**src/rtl/alu_muldiv_if.sv**
```systemverilog
// Operand, opcode, handshake and result bundle of the alu_muldiv execute unit.
// The datapath controller drives through master; the execute unit uses slave.
interface alu_muldiv_if #(
   parameter int WIDTH = 32
);
   logic [WIDTH-1:0] A;
   logic [WIDTH-1:0] B;
   logic [3:0]       fun;
   logic             start;
   logic [WIDTH-1:0] Y;
   logic             zero;
   logic             busy;
   logic             done;
   logic [WIDTH-1:0] hi;
   logic [WIDTH-1:0] lo;

   modport master (
      output A, B, fun, start,
      input  Y, zero, busy, done, hi, lo
   );

   modport slave (
      input  A, B, fun, start,
      output Y, zero, busy, done, hi, lo
   );
endinterface

```
**src/rtl/alu_muldiv.sv**
```systemverilog
// EX-stage execute unit: single-cycle logic/add/sub/slt plus an iterative
// shift-add multiplier and restoring divider that write the HI/LO registers.
module alu_muldiv #(
   parameter int WIDTH = 32
) (
   input  logic         clk,
   input  logic         rst_n,
   alu_muldiv_if.slave  bus
);

   localparam int CW = $clog2(WIDTH + 1);

   typedef enum logic [1:0] {IDLE, RUN, FIN} state_t;

   state_t                 state, state_nxt;
   logic                   busy_q, done_q;
   logic [2*WIDTH-1:0]     acc;
   logic [WIDTH-1:0]       opnd, rem, hi_q, lo_q;
   logic [CW-1:0]          count;
   logic                   op_div, neg_lo, neg_hi;

   logic [WIDTH-1:0]       bb, sum, y_c;
   logic                   is_md;
   logic signed [WIDTH-1:0] a_s, b_s;
   logic                   sgn_a, sgn_b;
   logic [WIDTH-1:0]       mag_a, mag_b;
   logic [WIDTH:0]         mul_sum, div_sh, div_diff;
   logic [2*WIDTH-1:0]     prod;
   logic [WIDTH-1:0]       hi_fin, lo_fin;

   function automatic logic [WIDTH-1:0] cond_neg(input logic [WIDTH-1:0] v, input logic neg);
      return neg ? -v : v;
   endfunction

   function automatic logic [2*WIDTH-1:0] cond_neg2(input logic [2*WIDTH-1:0] v, input logic neg);
      return neg ? -v : v;
   endfunction

   // Single-cycle result, independent of the engine and of hi/lo
   always_comb begin
      bb  = bus.fun[3] ? ~bus.B : bus.B;
      sum = bus.A + bb + {{(WIDTH-1){1'b0}}, bus.fun[3]};
      y_c = '0;
      case (bus.fun[2:0])
         3'b000:  y_c = bus.A & bb;
         3'b001:  y_c = bus.A | bb;
         3'b010:  y_c = bus.A ^ bb;
         3'b011:  y_c = ~(bus.A | bb);
         3'b110:  y_c = sum;
         3'b111:  y_c = {{(WIDTH-1){1'b0}}, sum[WIDTH-1]};
         default: y_c = '0;
      endcase
   end

   assign bus.Y    = y_c;
   assign bus.zero = (y_c == '0);
   assign is_md    = (bus.fun[2:1] == 2'b10);

   // Launch operands: magnitudes for signed ops, signs kept separately
   always_comb begin
      a_s   = signed'(bus.A);
      b_s   = signed'(bus.B);
      sgn_a = bus.fun[3] && (a_s < 0);
      sgn_b = bus.fun[3] && (b_s < 0);
      mag_a = cond_neg(bus.A, sgn_a);
      mag_b = cond_neg(bus.B, sgn_b);
   end

   // One iteration of either engine; the divider's borrow picks the quotient bit
   always_comb begin
      mul_sum  = {1'b0, acc[2*WIDTH-1:WIDTH]} + (acc[0] ? {1'b0, opnd} : '0);
      div_sh   = {rem, acc[WIDTH-1]};
      div_diff = div_sh - {1'b0, opnd};
      prod     = cond_neg2(acc, neg_lo);
      hi_fin   = op_div ? cond_neg(rem, neg_hi) : prod[2*WIDTH-1:WIDTH];
      lo_fin   = op_div ? cond_neg(acc[WIDTH-1:0], neg_lo) : prod[WIDTH-1:0];
   end

   always_comb begin
      state_nxt = state;
      case (state)
         IDLE:    if (bus.start && is_md) state_nxt = RUN;
         RUN:     if (count == CW'(1)) state_nxt = FIN;
         FIN:     state_nxt = IDLE;
         default: state_nxt = IDLE;
      endcase
   end

   always_ff @(posedge clk or negedge rst_n) begin
      if (!rst_n) begin
         state  <= IDLE;
         busy_q <= 1'b0;
         done_q <= 1'b0;
      end else begin
         state  <= state_nxt;
         busy_q <= (state_nxt != IDLE);
         done_q <= (state == FIN);
      end
   end

   // Engine datapath; reset clears everything so an aborted op leaves no trace
   always_ff @(posedge clk or negedge rst_n) begin
      if (!rst_n) begin
         acc    <= '0;
         opnd   <= '0;
         rem    <= '0;
         count  <= '0;
         op_div <= 1'b0;
         neg_lo <= 1'b0;
         neg_hi <= 1'b0;
         hi_q   <= '0;
         lo_q   <= '0;
      end else begin
         case (state)
            IDLE: if (bus.start && is_md) begin
               // Dividend (div) or multiplier (mul) goes into the low half
               acc    <= {{WIDTH{1'b0}}, (bus.fun[0] ? mag_a : mag_b)};
               opnd   <= bus.fun[0] ? mag_b : mag_a;
               rem    <= '0;
               count  <= CW'(WIDTH);
               op_div <= bus.fun[0];
               neg_lo <= (sgn_a ^ sgn_b) && !(bus.fun[0] && (bus.B == '0));
               neg_hi <= bus.fun[0] && sgn_a;
            end
            RUN: begin
               count <= count - CW'(1);
               if (op_div) begin
                  if (!div_diff[WIDTH]) begin
                     rem              <= div_diff[WIDTH-1:0];
                     acc[WIDTH-1:0]   <= {acc[WIDTH-2:0], 1'b1};
                  end else begin
                     rem              <= div_sh[WIDTH-1:0];
                     acc[WIDTH-1:0]   <= {acc[WIDTH-2:0], 1'b0};
                  end
               end else begin
                  acc <= {mul_sum, acc[WIDTH-1:1]};
               end
            end
            FIN: begin
               hi_q <= hi_fin;
               lo_q <= lo_fin;
            end
            default: ;
         endcase
      end
   end

   assign bus.busy = busy_q;
   assign bus.done = done_q;
   assign bus.hi   = hi_q;
   assign bus.lo   = lo_q;

endmodule

```
**src/flat_wrapper.sv**
```systemverilog
// flat-port wrapper written by rule: the top's interface ports become plain ports
module alu_muldiv_flat 
#(
   parameter int WIDTH = 32
)
  (clk, rst_n, bus_A, bus_B, bus_fun, bus_start, bus_Y, bus_zero, bus_busy, bus_done, bus_hi, bus_lo);
  alu_muldiv_if #(.WIDTH(WIDTH)) bus_i ();
  input  logic clk;
  input  logic rst_n;
  input wire logic [$bits(bus_i.A)-1:0] bus_A;
  input wire logic [$bits(bus_i.B)-1:0] bus_B;
  input wire logic [$bits(bus_i.fun)-1:0] bus_fun;
  input wire logic [$bits(bus_i.start)-1:0] bus_start;
  output wire logic [$bits(bus_i.Y)-1:0] bus_Y;
  output wire logic [$bits(bus_i.zero)-1:0] bus_zero;
  output wire logic [$bits(bus_i.busy)-1:0] bus_busy;
  output wire logic [$bits(bus_i.done)-1:0] bus_done;
  output wire logic [$bits(bus_i.hi)-1:0] bus_hi;
  output wire logic [$bits(bus_i.lo)-1:0] bus_lo;
  assign bus_i.A = bus_A;
  assign bus_i.B = bus_B;
  assign bus_i.fun = bus_fun;
  assign bus_i.start = bus_start;
  assign bus_Y = bus_i.Y;
  assign bus_zero = bus_i.zero;
  assign bus_busy = bus_i.busy;
  assign bus_done = bus_i.done;
  assign bus_hi = bus_i.hi;
  assign bus_lo = bus_i.lo;
  alu_muldiv #(.WIDTH(WIDTH)) u_core (.clk(clk), .rst_n(rst_n), .bus(bus_i));
endmodule
```
**config.mk**
```make
export PLATFORM = sky130hd
export DESIGN_NAME = alu_muldiv_flat
export DESIGN_NICKNAME = d
export VERILOG_FILES = /design/src/rtl/alu_muldiv_if.sv /design/src/rtl/alu_muldiv.sv /design/src/flat_wrapper.sv
export SDC_FILE = /design/constraint.sdc
export NUM_CORES = 1
export LEC_CHECK = 0
export CAP_MARGIN = 20
export CORE_ASPECT_RATIO = 1.25
export CORE_MARGIN = 1.5
export CORE_UTILIZATION = 50
export DETAILED_ROUTE_END_ITERATION = 10
export PLACE_DENSITY = 0.77
export SLEW_MARGIN = 20
export SYNTH_ARGS = -nofsm -noshare
export SYNTH_HDL_FRONTEND = slang
export SYNTH_SLANG_ARGS = --single-unit
```
**constraint.sdc**
```tcl
create_clock -name clk -period 4.59 [get_ports clk]
set_input_delay 0.459 -clock clk [delete_from_list [all_inputs] [get_ports clk]]
set_output_delay 0.459 -clock clk [all_outputs]
set_load 0.01 [all_outputs]
```
==> results_dict.tcl, run 1 <==
set metrics [dict create \
    run_status "finished with violations" \
    violations "hold timing" \
    first_iter_violations 1399 \
    leakagePower_nw 11.1 \
    antenna_found_initial 1 \
    synth-seq-cells 205 \
    r2r_setup_slack_ns 0.51 \
    syn2layout_area_growth_pct 26.3 \
    grt_start_max_net_pins 120 \
    ctsHoldBuffers 0 \
    coreArea_um2 39100 \
    final_util_pct 64.0 \
    die_y_um 226 \
    fin_crit_sh_pct 96.6 \
    seqCellArea_um2 5130 \
    cp_data_arrival_time_ns 3.97 \
    reg2reg_from "u_core.acc[31]" \
    worstPathMaxFanout 3 \
    tightest_slew_ns 1.05 \
    fmax_mhz 226 \
    synth-edff-count 0 \
    dieArea_um2 40800 \
    p_per_area_nw_per_um2 606 \
    wl_per_cell_um 20.3 \
    slew_viol_final 0 \
    synth-compound-area-share_pct 24.8 \
    crit_chain "clkdlybuf4s50_1, buf_4, ha_1, a21o_1, a31o_2, a2111o_1, a31oi_1, xor2_1, o22ai_2, or3_4, nor4_4, buf_4, nand4b_1, nor4_2, buf_2" \
    crit_type "in2out" \
    synth_fp_nets 2741 \
    post-place-cells 3324 \
    clock_latency_ns 0.53 \
    cts_buffers 21 \
    cp_slowest_cell "clkdlybuf4s50_1" \
    gp_congestion 1.01 \
    dp_hpwl_um 53800 \
    core.rowCount 81 \
    synth_top_family_by_area "compound AO/OA/AOI/OAI gates" \
    avgSynthCellArea_um2 7.83 \
    h-tree-depth 1 \
    ant_nets 0 \
    ff2ff_path_depth 16 \
    final_cell_mix "buf_4, o21ai_0, nand2_1" \
    maxCapViolations 0 \
    grt_overflow_total 0 \
    fin_crit_ns 4.43 \
    first_pass_iters 5 \
    finalPower_mw 15.2 \
    final_common_cell "buf_4" \
    track_usage_pct 33.0 \
    muxShareOfSynthArea_pct 4.92 \
    instances_no_fill 3375 \
    critical_path.top_delay_family "compound AO/OA/AOI/OAI gates" \
    max-vdd-ir-drop_mv 0.392 \
    cp_slowest_stage_delay_ns 0.44 \
    numPortBuffers 169 \
    synth_simple_gate_area_share_pct 17.0 \
    r2r_end "u_core.rem[20]" \
    multi_input_area_um2 14000 \
    synth_cells 2532 \
    fillers 3302 \
    num_vias 20340 \
    die_width_um 181 \
    synth_xor_area_share_pct 12.8 \
    setup_viol_count_final 0 \
    tritoncts "yes" \
    fin_nets 3069 \
    cp.required_ns 4.13 \
    slew_headroom_pct 30.0 \
    vias_per_cell 6.03 \
    hp-class "in2async" \
    layout-drive-gt1-share_pct 15.3 \
    grt_pass1_wl_um 107000 \
    clock-sinks 205 \
    wirelength_um 68600 \
    start_util_pct 50.7 \
    crit_buf_inv 4 \
    synthAdderAreaFrac_pct 8.83 \
    finClkSkew_ns 0.00723 \
    grt_pass1_vias 20056 \
    ys_seq_area_share_pct 25.9 \
    clockBufferDepth 3 \
    syn_area_um2 19800 \
    critPathMostFrequentCell "buf_4" \
    synth_async_sr_flop_share_pct 100 \
    end_kind "output pin" \
    start_kind "input pin" \
    ys_types 81 \
    io_pins 170 \
    timing.hold.ws_ns -0.00943 \
    clockRootBuffer "clkbuf_16" \
    drc_errors 0 \
    cts.clk_slew.worst_paths_ns 0.07 \
    yosys_warnings 0 \
    synth_ff_type "dfrtp_1" \
    hold_viol_final 13 \
]
-- through the flow --
stage / instance area, um2 / setup WS, ns / setup TNS [ns]
2_1_floorplan: 19800 / 0.0324 / 0
3_3_place_gp: 23700 / -0.846 / -1.96
3_5_place_dp: 23700 / -0.981 / -3.39
4_1_cts: 24600 / -0.0472 / -0.0492
5_1_grt: 25000 / -0.0143 / -0.0143
6_report: 25000 / 0.158 / 0
-- flip-flops by register name, indices dropped and copies added, names as in the netlist, 2 cells and up --
register and cells:
u_core.acc 64, u_core.bus.hi 32, u_core.bus.lo 32, u_core.count 6, u_core.opnd 32, u_core.rem 32, u_core.state 2
-- cell usage after synthesis (6+ instances only) --
library cell	number	share of area, %
dfrtp_1	205	26
o221ai_1	6	0.27
o21bai_1	12	0.45
inv_1	128	2.4
o22ai_1	23	0.73
o31ai_1	46	1.7
o211ai_1	21	0.80
buf_1	16	0.30
a31o_2	6	0.27
or4_1	16	0.61
mux2i_1	94	4.7
clkbuf_1	133	2.5
nor2b_1	16	0.51
o21ai_1	7	0.18
buf_2	11	0.28
nor2_1	173	3.3
nand2b_1	15	0.47
nor3_1	39	0.98
o21a_1	15	0.57
xor2_1	138	6.1
o311ai_0	7	0.31
o41ai_1	22	0.97
or3_1	31	0.98
nand3_1	85	2.1
a21oi_1	165	4.2
xnor2_1	150	6.6
or2_2	9	0.28
a221oi_1	7	0.31
nor4_1	20	0.63
nand2_1	255	4.8
a31oi_1	25	0.79
nand4_1	16	0.51
a21o_1	41	1.6
ha_1	135	8.5
a211oi_1	65	2.5
o21ai_0	275	6.9
and3_1	7	0.22
-- where the power goes --
group          leakage, nW  switching (mW)  internal (mW)  total, mW
logic                 8.13            5.36           4.24       9.60
registers             2.58            1.06           2.57       3.62
clock network        0.381           0.781           1.17       1.95
-- final cells by class --
cell class	instances	share of cell area [%]
Tap cell	498	2.49
Inverter	129	1.93
Clock inverter	13	0.844
Antenna cell	2	0.0200
Sequential cell	205	20.5
Timing Repair Buffer	471	16.2
Multi-Input combinational cell	2032	55.8
Clock buffer	25	2.24
-- metal layers --
| metal | GRT usage, % | wire (um) | part of all wire, % |
|---|---|---|---|
| met3 | 3.19 | 3690 | 5.4 |
| met2 | 59.3 | 33800 | 49 |
| met5 | 0 | 0 | 0 |
| met4 | 20.5 | 4640 | 6.8 |
| met1 | 37.9 | 26400 | 38 |
-- logic make-up after synthesis --
group	after synthesis
AO/OA/AOI/OAI	791
XOR/XNOR	289
adder cells (fa/ha/maj)	138
buffers and inverters	295
flip-flops	205
multiplexers	97
AND/OR/NAND/NOR	717
-- how the worst max path moves through the flow --
| stage | from | endpoint | slack, ns | depth (start not counted) |
|---|---|---|---|---|
| floorplan | bus_fun[3] | bus_zero | 0.03 | 16 |
| global placement | bus_B[0] | bus_zero | -0.85 | 17 |
| detailed placement | bus_B[0] | bus_zero | -0.98 | 17 |
| CTS | bus_A[0] | bus_zero | -0.05 | 18 |
| global route | bus_A[2] | bus_zero | -0.01 | 15 |
| finish | bus_A[2] | bus_zero | 0.16 | 15 |
-- repair_timing --
action,CTS,global route
cloned,0,1
resized for setup,35,77
setup endpoints to repair,13,14
pin swaps,12,25
setup buffers,2,8
No activity file was read; power rests on OpenSTA's default activity.
==> run 2: changes to the inputs <==
--- a/config.mk
+++ b/config.mk
@@ -5,11 +5,13 @@
 export SDC_FILE = /design/constraint.sdc
 export NUM_CORES = 1
 export LEC_CHECK = 0
+export ABC_CLOCK_PERIOD_IN_PS = 4590
 export CAP_MARGIN = 20
 export CORE_ASPECT_RATIO = 1.25
 export CORE_MARGIN = 1.5
 export CORE_UTILIZATION = 50
 export DETAILED_ROUTE_END_ITERATION = 10
+export HOLD_SLACK_MARGIN = 0.1
 export PLACE_DENSITY = 0.77
 export SLEW_MARGIN = 20
 export SYNTH_ARGS = -nofsm -noshare
==> results_dict.tcl, run 2 (synthesized netlist as in run 1, its figures left out) <==
set metrics [dict create \
    p_switching_mw 7.20 \
    clkPwrFrac_pct 12.8 \
    grt_overflow_total 0 \
    wirelength_um 68600 \
    cp.required_ns 4.13 \
    fmax_mhz 226 \
    ant_nets 0 \
    clock-sinks 205 \
    fin_crit_ns 4.43 \
    min_path_cells 1 \
    numPortBuffers 169 \
    worstPathMaxFanout 3 \
    track_usage_pct 33.0 \
    grt_pass1_vias 20056 \
    combPwrFrac_pct 63.3 \
    io_pins 170 \
    vias_per_cell 6.03 \
    coreArea_um2 39100 \
    top_register "u_core.acc" \
    clockBufferDepth 3 \
    setup_viol_count_final 0 \
    wl_per_cell_um 20.3 \
    syn2layout_area_growth_pct 26.4 \
    fin_crit_sh_pct 96.5 \
    p_per_area_nw_per_um2 606 \
    final_common_cell "buf_4" \
    gp_congestion 1.01 \
    place_area_um2 23700 \
    cts.clk_slew.worst_paths_ns 0.07 \
    fillers 3301 \
    fin_area_um2 25100 \
    dp_slack_ns -0.981 \
    final.setup.tns_ns 0 \
    largest_reg_flops 64 \
    die_width_um 181 \
    crit_type "in2out" \
    hold_viol_final 0 \
    h-tree-depth 1 \
    core.rowCount 81 \
    final_cell_mix "buf_4, o21ai_0, nand2_1" \
    slew_headroom_pct 29.5 \
    dieArea_um2 40800 \
    end_kind "output pin" \
    start_kind "input pin" \
    cp_data_arrival_time_ns 3.97 \
    finClkSkew_ns 0.00726 \
    tightest_slew_ns 1.06 \
    leakagePower_nw 11.1 \
    clockRootBuffer "clkbuf_16" \
    cts_buffers 21 \
    hp-class "reg2reg" \
    first_pass_iters 5 \
    cellInternalPower_mw 7.97 \
    maxCapViolations 0 \
    fin_nets 3070 \
    ff2ff_path_depth 16 \
    antenna_found_initial 1 \
    grt_pass1_wl_um 107000 \
    max-vdd-ir-drop_mv 0.391 \
    layout-drive-gt1-share_pct 15.3 \
    start_util_pct 50.7 \
    tritoncts "yes" \
    dp_hpwl_um 53800 \
    setup_ws_ns 0.161 \
    drc_errors 0 \
    die_y_um 226 \
    power.share.switching_pct 47.5 \
    clock_latency_ns 0.53 \
    run_status "finished, final reports clean" \
    grt_start_max_net_pins 120 \
    num_vias 20348 \
    slew_viol_final 0 \
    first_iter_violations 1345 \
    power_frac_seq_pct 23.9 \
]
==> run 2: critical path, stage by stage <==
cell             delay (ns)
clkdlybuf4s50_1        0.44
buf_4                  0.16
ha_1                   0.24
a21o_1                 0.18
a31o_2                 0.25
a2111o_1               0.41
a31oi_1                0.17
xor2_1                 0.19
o22ai_2                0.14
or3_4                  0.43
nor4_4                 0.21
buf_4                  0.15
nand4b_1               0.11
nor4_2                 0.23
buf_2                  0.17
==> run 2: per-layer routing <==
layer	vias up	global-route usage [%]	part of all wire, %
met2	773	59.3	50
met5	-	0	0
met4	0	20.5	6.6
met3	200	3.19	5.3
li1	9708	-	-
met1	9667	37.9	39
==> run 2: timing repair <==
item                                    in CTS  in global routing
hold endpoints to repair                    85                  0
setup buffers                                2                  8
endpoints found under the setup margin      13                 14
pin swaps                                   12                 25
hold buffers                                 1                  0
gates cloned                                 0                  1
gates resized for setup                     35                 77
==> run 2: power groups by stage <==
stage	logic [mW]	clock network, mW	registers, mW
CTS	9.41	1.97	3.58
detailed placement	9.30	0	3.61
floorplan	6.61	0	3.24
global placement	9.02	0	3.55
finish	9.60	1.94	3.63
global route	10.5	2.03	3.71
==> run 2: path summary, 6_finish.rpt <==
path / startpoint / endpoint / slack (ns)
max in group asynchronous: rst_n / u_core.op_div / 2.99
max: bus_A[2] / bus_zero / 0.16
min: u_core.count[5] / u_core.count[5] / 0.47
min in group asynchronous: rst_n / u_core.acc[63] / 0.56
max reg2reg: u_core.acc[31] / u_core.rem[20] / 0.50
min reg2reg: u_core.count[5] / u_core.count[5] / 0.47
==> run 2: metrics by stage <==
| stage | hold slack (ns) | power [mW] | instances | utilization, % |
|---|---|---|---|---|
| floorplan | 0.163 | 9.85 | 2532 | - |
| global placement | 0.458 | 12.6 | 3324 | 60.6 |
| detailed placement | 0.463 | 12.9 | 3324 | 60.6 |
| CTS | 0.474 | 15.0 | 3365 | 63.0 |
| global route | 0.496 | 16.2 | 3374 | 64.0 |
| finish | 0.473 | 15.2 | 3376 | 64.0 |
==> run 2: cell type report <==
cell class              count  area [um2]  share of cell area, %
clock inverters            13         211                  0.844
repair buffers            472        4070                   16.2
multi-input cells        2032       14000                   55.7
well taps                 498         623                   2.49
flip-flops and latches    205        5130                   20.5
clock buffers              25         561                   2.24
diodes                      2        5.00                 0.0200
inverters                 129         484                   1.93
==> run 3: changes to the inputs <==
--- a/config.mk
+++ b/config.mk
@@ -8,11 +8,11 @@
 export ABC_CLOCK_PERIOD_IN_PS = 4590
 export CAP_MARGIN = 20
 export CORE_ASPECT_RATIO = 1.25
-export CORE_MARGIN = 1.5
-export CORE_UTILIZATION = 50
+export CORE_MARGIN = 2
+export CORE_UTILIZATION = 54
 export DETAILED_ROUTE_END_ITERATION = 10
 export HOLD_SLACK_MARGIN = 0.1
-export PLACE_DENSITY = 0.77
+export PLACE_DENSITY = 0.82
 export SLEW_MARGIN = 20
 export SYNTH_ARGS = -nofsm -noshare
 export SYNTH_HDL_FRONTEND = slang
==> results_dict.tcl, run 3 (synthesized netlist as in run 1, its figures left out) <==
set metrics [dict create \
    finClkSkew_ns 0.0126 \
    top_register "u_core.acc" \
    grt_start_max_net_pins 120 \
    ant_nets 0 \
    crit_chain "clkdlybuf4s50_1, mux2_4, fa_2, a211oi_2, buf_4, o21ai_1, buf_4, a31o_2, a211oi_2, buf_4, buf_4, o311ai_0, a21oi_1, xor2_1, o22ai_1, a211o_1, nor4_2, buf_2" \
    crit_buf_inv 6 \
    clockBufferDepth 3 \
    maxCapViolations 0 \
    dieArea_um2 38300 \
    fmax_mhz 219 \
    clock_latency_ns 0.52 \
    wirelength_um 66600 \
    die_y_um 218 \
    instances_no_fill 3353 \
    io_pins 170 \
    worstPathMaxFanout 5 \
    vias_per_cell 6.07 \
    critPathMostFrequentCell "buf_4" \
    track_usage_pct 34.2 \
    antenna_found_initial 0 \
    start_util_pct 54.7 \
    tritoncts "yes" \
    place_area_um2 23700 \
    cp_slowest_cell "clkdlybuf4s50_1" \
    fin_area_um2 24800 \
    crit_type "in2out" \
    drc_errors 0 \
    cts_buffers 21 \
    end_kind "output pin" \
    tightest_slew_ns 1.03 \
    slew_headroom_pct 31.5 \
    post-place-cells 3312 \
    fin_crit_ns 4.56 \
    max-vdd-ir-drop_mv 0.380 \
    run_status "finished, final reports clean" \
    setup_viol_count_final 0 \
    grt_pass1_wl_um 105000 \
    hp-class "reg2reg" \
    final_cell_mix "buf_4, o21ai_0, nand2_1" \
    die_width_um 175 \
    core.rowCount 78 \
    numPortBuffers 169 \
    hold_viol_final 0 \
    setup_ws_ns 0.0275 \
    n_antenna_cell 0 \
    clockRootBuffer "clkbuf_16" \
    gp_congestion 1.02 \
    first_iter_violations 1592 \
    critical_path.top_delay_family "compound AO/OA/AOI/OAI gates" \
    grt_pass1_vias 19904 \
    dp_slack_ns -0.820 \
    dp_hpwl_um 53000 \
    wl_per_cell_um 19.9 \
    syn2layout_area_growth_pct 25.3 \
    h-tree-depth 1 \
    leakagePower_nw 10.9 \
    first_pass_iters 6 \
    coreArea_um2 36200 \
    cts.clk_slew.worst_paths_ns 0.06 \
    cp_data_arrival_time_ns 4.10 \
    slew_viol_final 0 \
    cp.required_ns 4.13 \
    final_common_cell "buf_4" \
    layout-drive-gt1-share_pct 14.4 \
    fin_crit_sh_pct 99.4 \
    start_kind "input pin" \
    cp_slowest_stage_delay_ns 0.43 \
    largest_reg_flops 64 \
    grt_overflow_total 0 \
    num_vias 20343 \
    final.setup.tns_ns 0 \
    fin_nets 3068 \
    clock-sinks 205 \
    timing.hold.ws_ns 0.473 \
    rsz0062_at_grt "true" \
    p_per_area_nw_per_um2 606 \
]
run 3: cell count changes in the layout (fill, tap and decap cells not counted), moves of 3 or more:
cell	change
inv_2	-3
clkdlybuf4s50_1	+18
xor2_2	-9
ha_2	-3
ha_1	+5
xor2_1	+9
dlymetal6s2s_1	-17
inv_1	+3
run 3: stage by stage:
step                      total power [mW]  utilization [%]
after floorplan                       9.85                -
after global placement                12.4             65.6
after detailed placement              12.8             65.6
after CTS                             14.9             68.1
after global routing                  16.1             68.6
final                                 15.1             68.6
run 3: per-layer routing:
metal / vias up / wire length, um / global-route usage (%) / share of wire (%)
li1: 9718 / - / - / -
met1: 9630 / 25500 / 39.4 / 38
met2: 818 / 33000 / 61.5 / 50
met3: 177 / 3940 / 3.38 / 5.9
met4: 0 / 4140 / 19.7 / 6.2
met5: - / 0 / 0 / 0
run 3: worst min-delay path: stages (launching register included):
cell and delay (ns):
dfrtp_1 0.34, nand2_1 0.05, nand2_1 0.05
run 3: what timing repair did:
item / in CTS / in global routing
endpoints found under the setup margin: 11 / 13
pin swaps: 7 / 15
buffers inserted: 2 / 1
endpoints found under the hold margin: 7 / 0
hold buffers: 1 / 0
resized for setup: 30 / 35
gates cloned: 0 / 0
run 3: worst paths after layout:
check,start,endpoint,slack [ns],cells past startpoint
worst max-delay path,bus_A[0],bus_zero,0.03,18
worst min-delay path,u_core.bus.hi[6],u_core.bus.hi[6],0.47,2
worst max register to register,u_core.acc[31],u_core.rem[15],0.40,16
worst min register to register,u_core.bus.hi[6],u_core.bus.hi[6],0.47,2
max in group asynchronous,rst_n,u_core.neg_lo,2.87,3
min in group asynchronous,rst_n,u_core.acc[62],0.63,2
run 3: layout make-up:
cell class,count,area (um2)
Clock inverter,11,240
Timing Repair Buffer,470,3990
Fill cell,2962,11400
Tap cell,480,601
Multi-Input combinational cell,2032,13800
Sequential cell,205,5130
Clock buffer,26,554
Inverter,129,484
run 3: power by group:
part	total (mW)	switching, mW	internal, mW
registers	3.59	1.03	2.57
logic	9.45	5.27	4.19
clock network	2.01	0.751	1.26
total	15.1	7.04	8.01
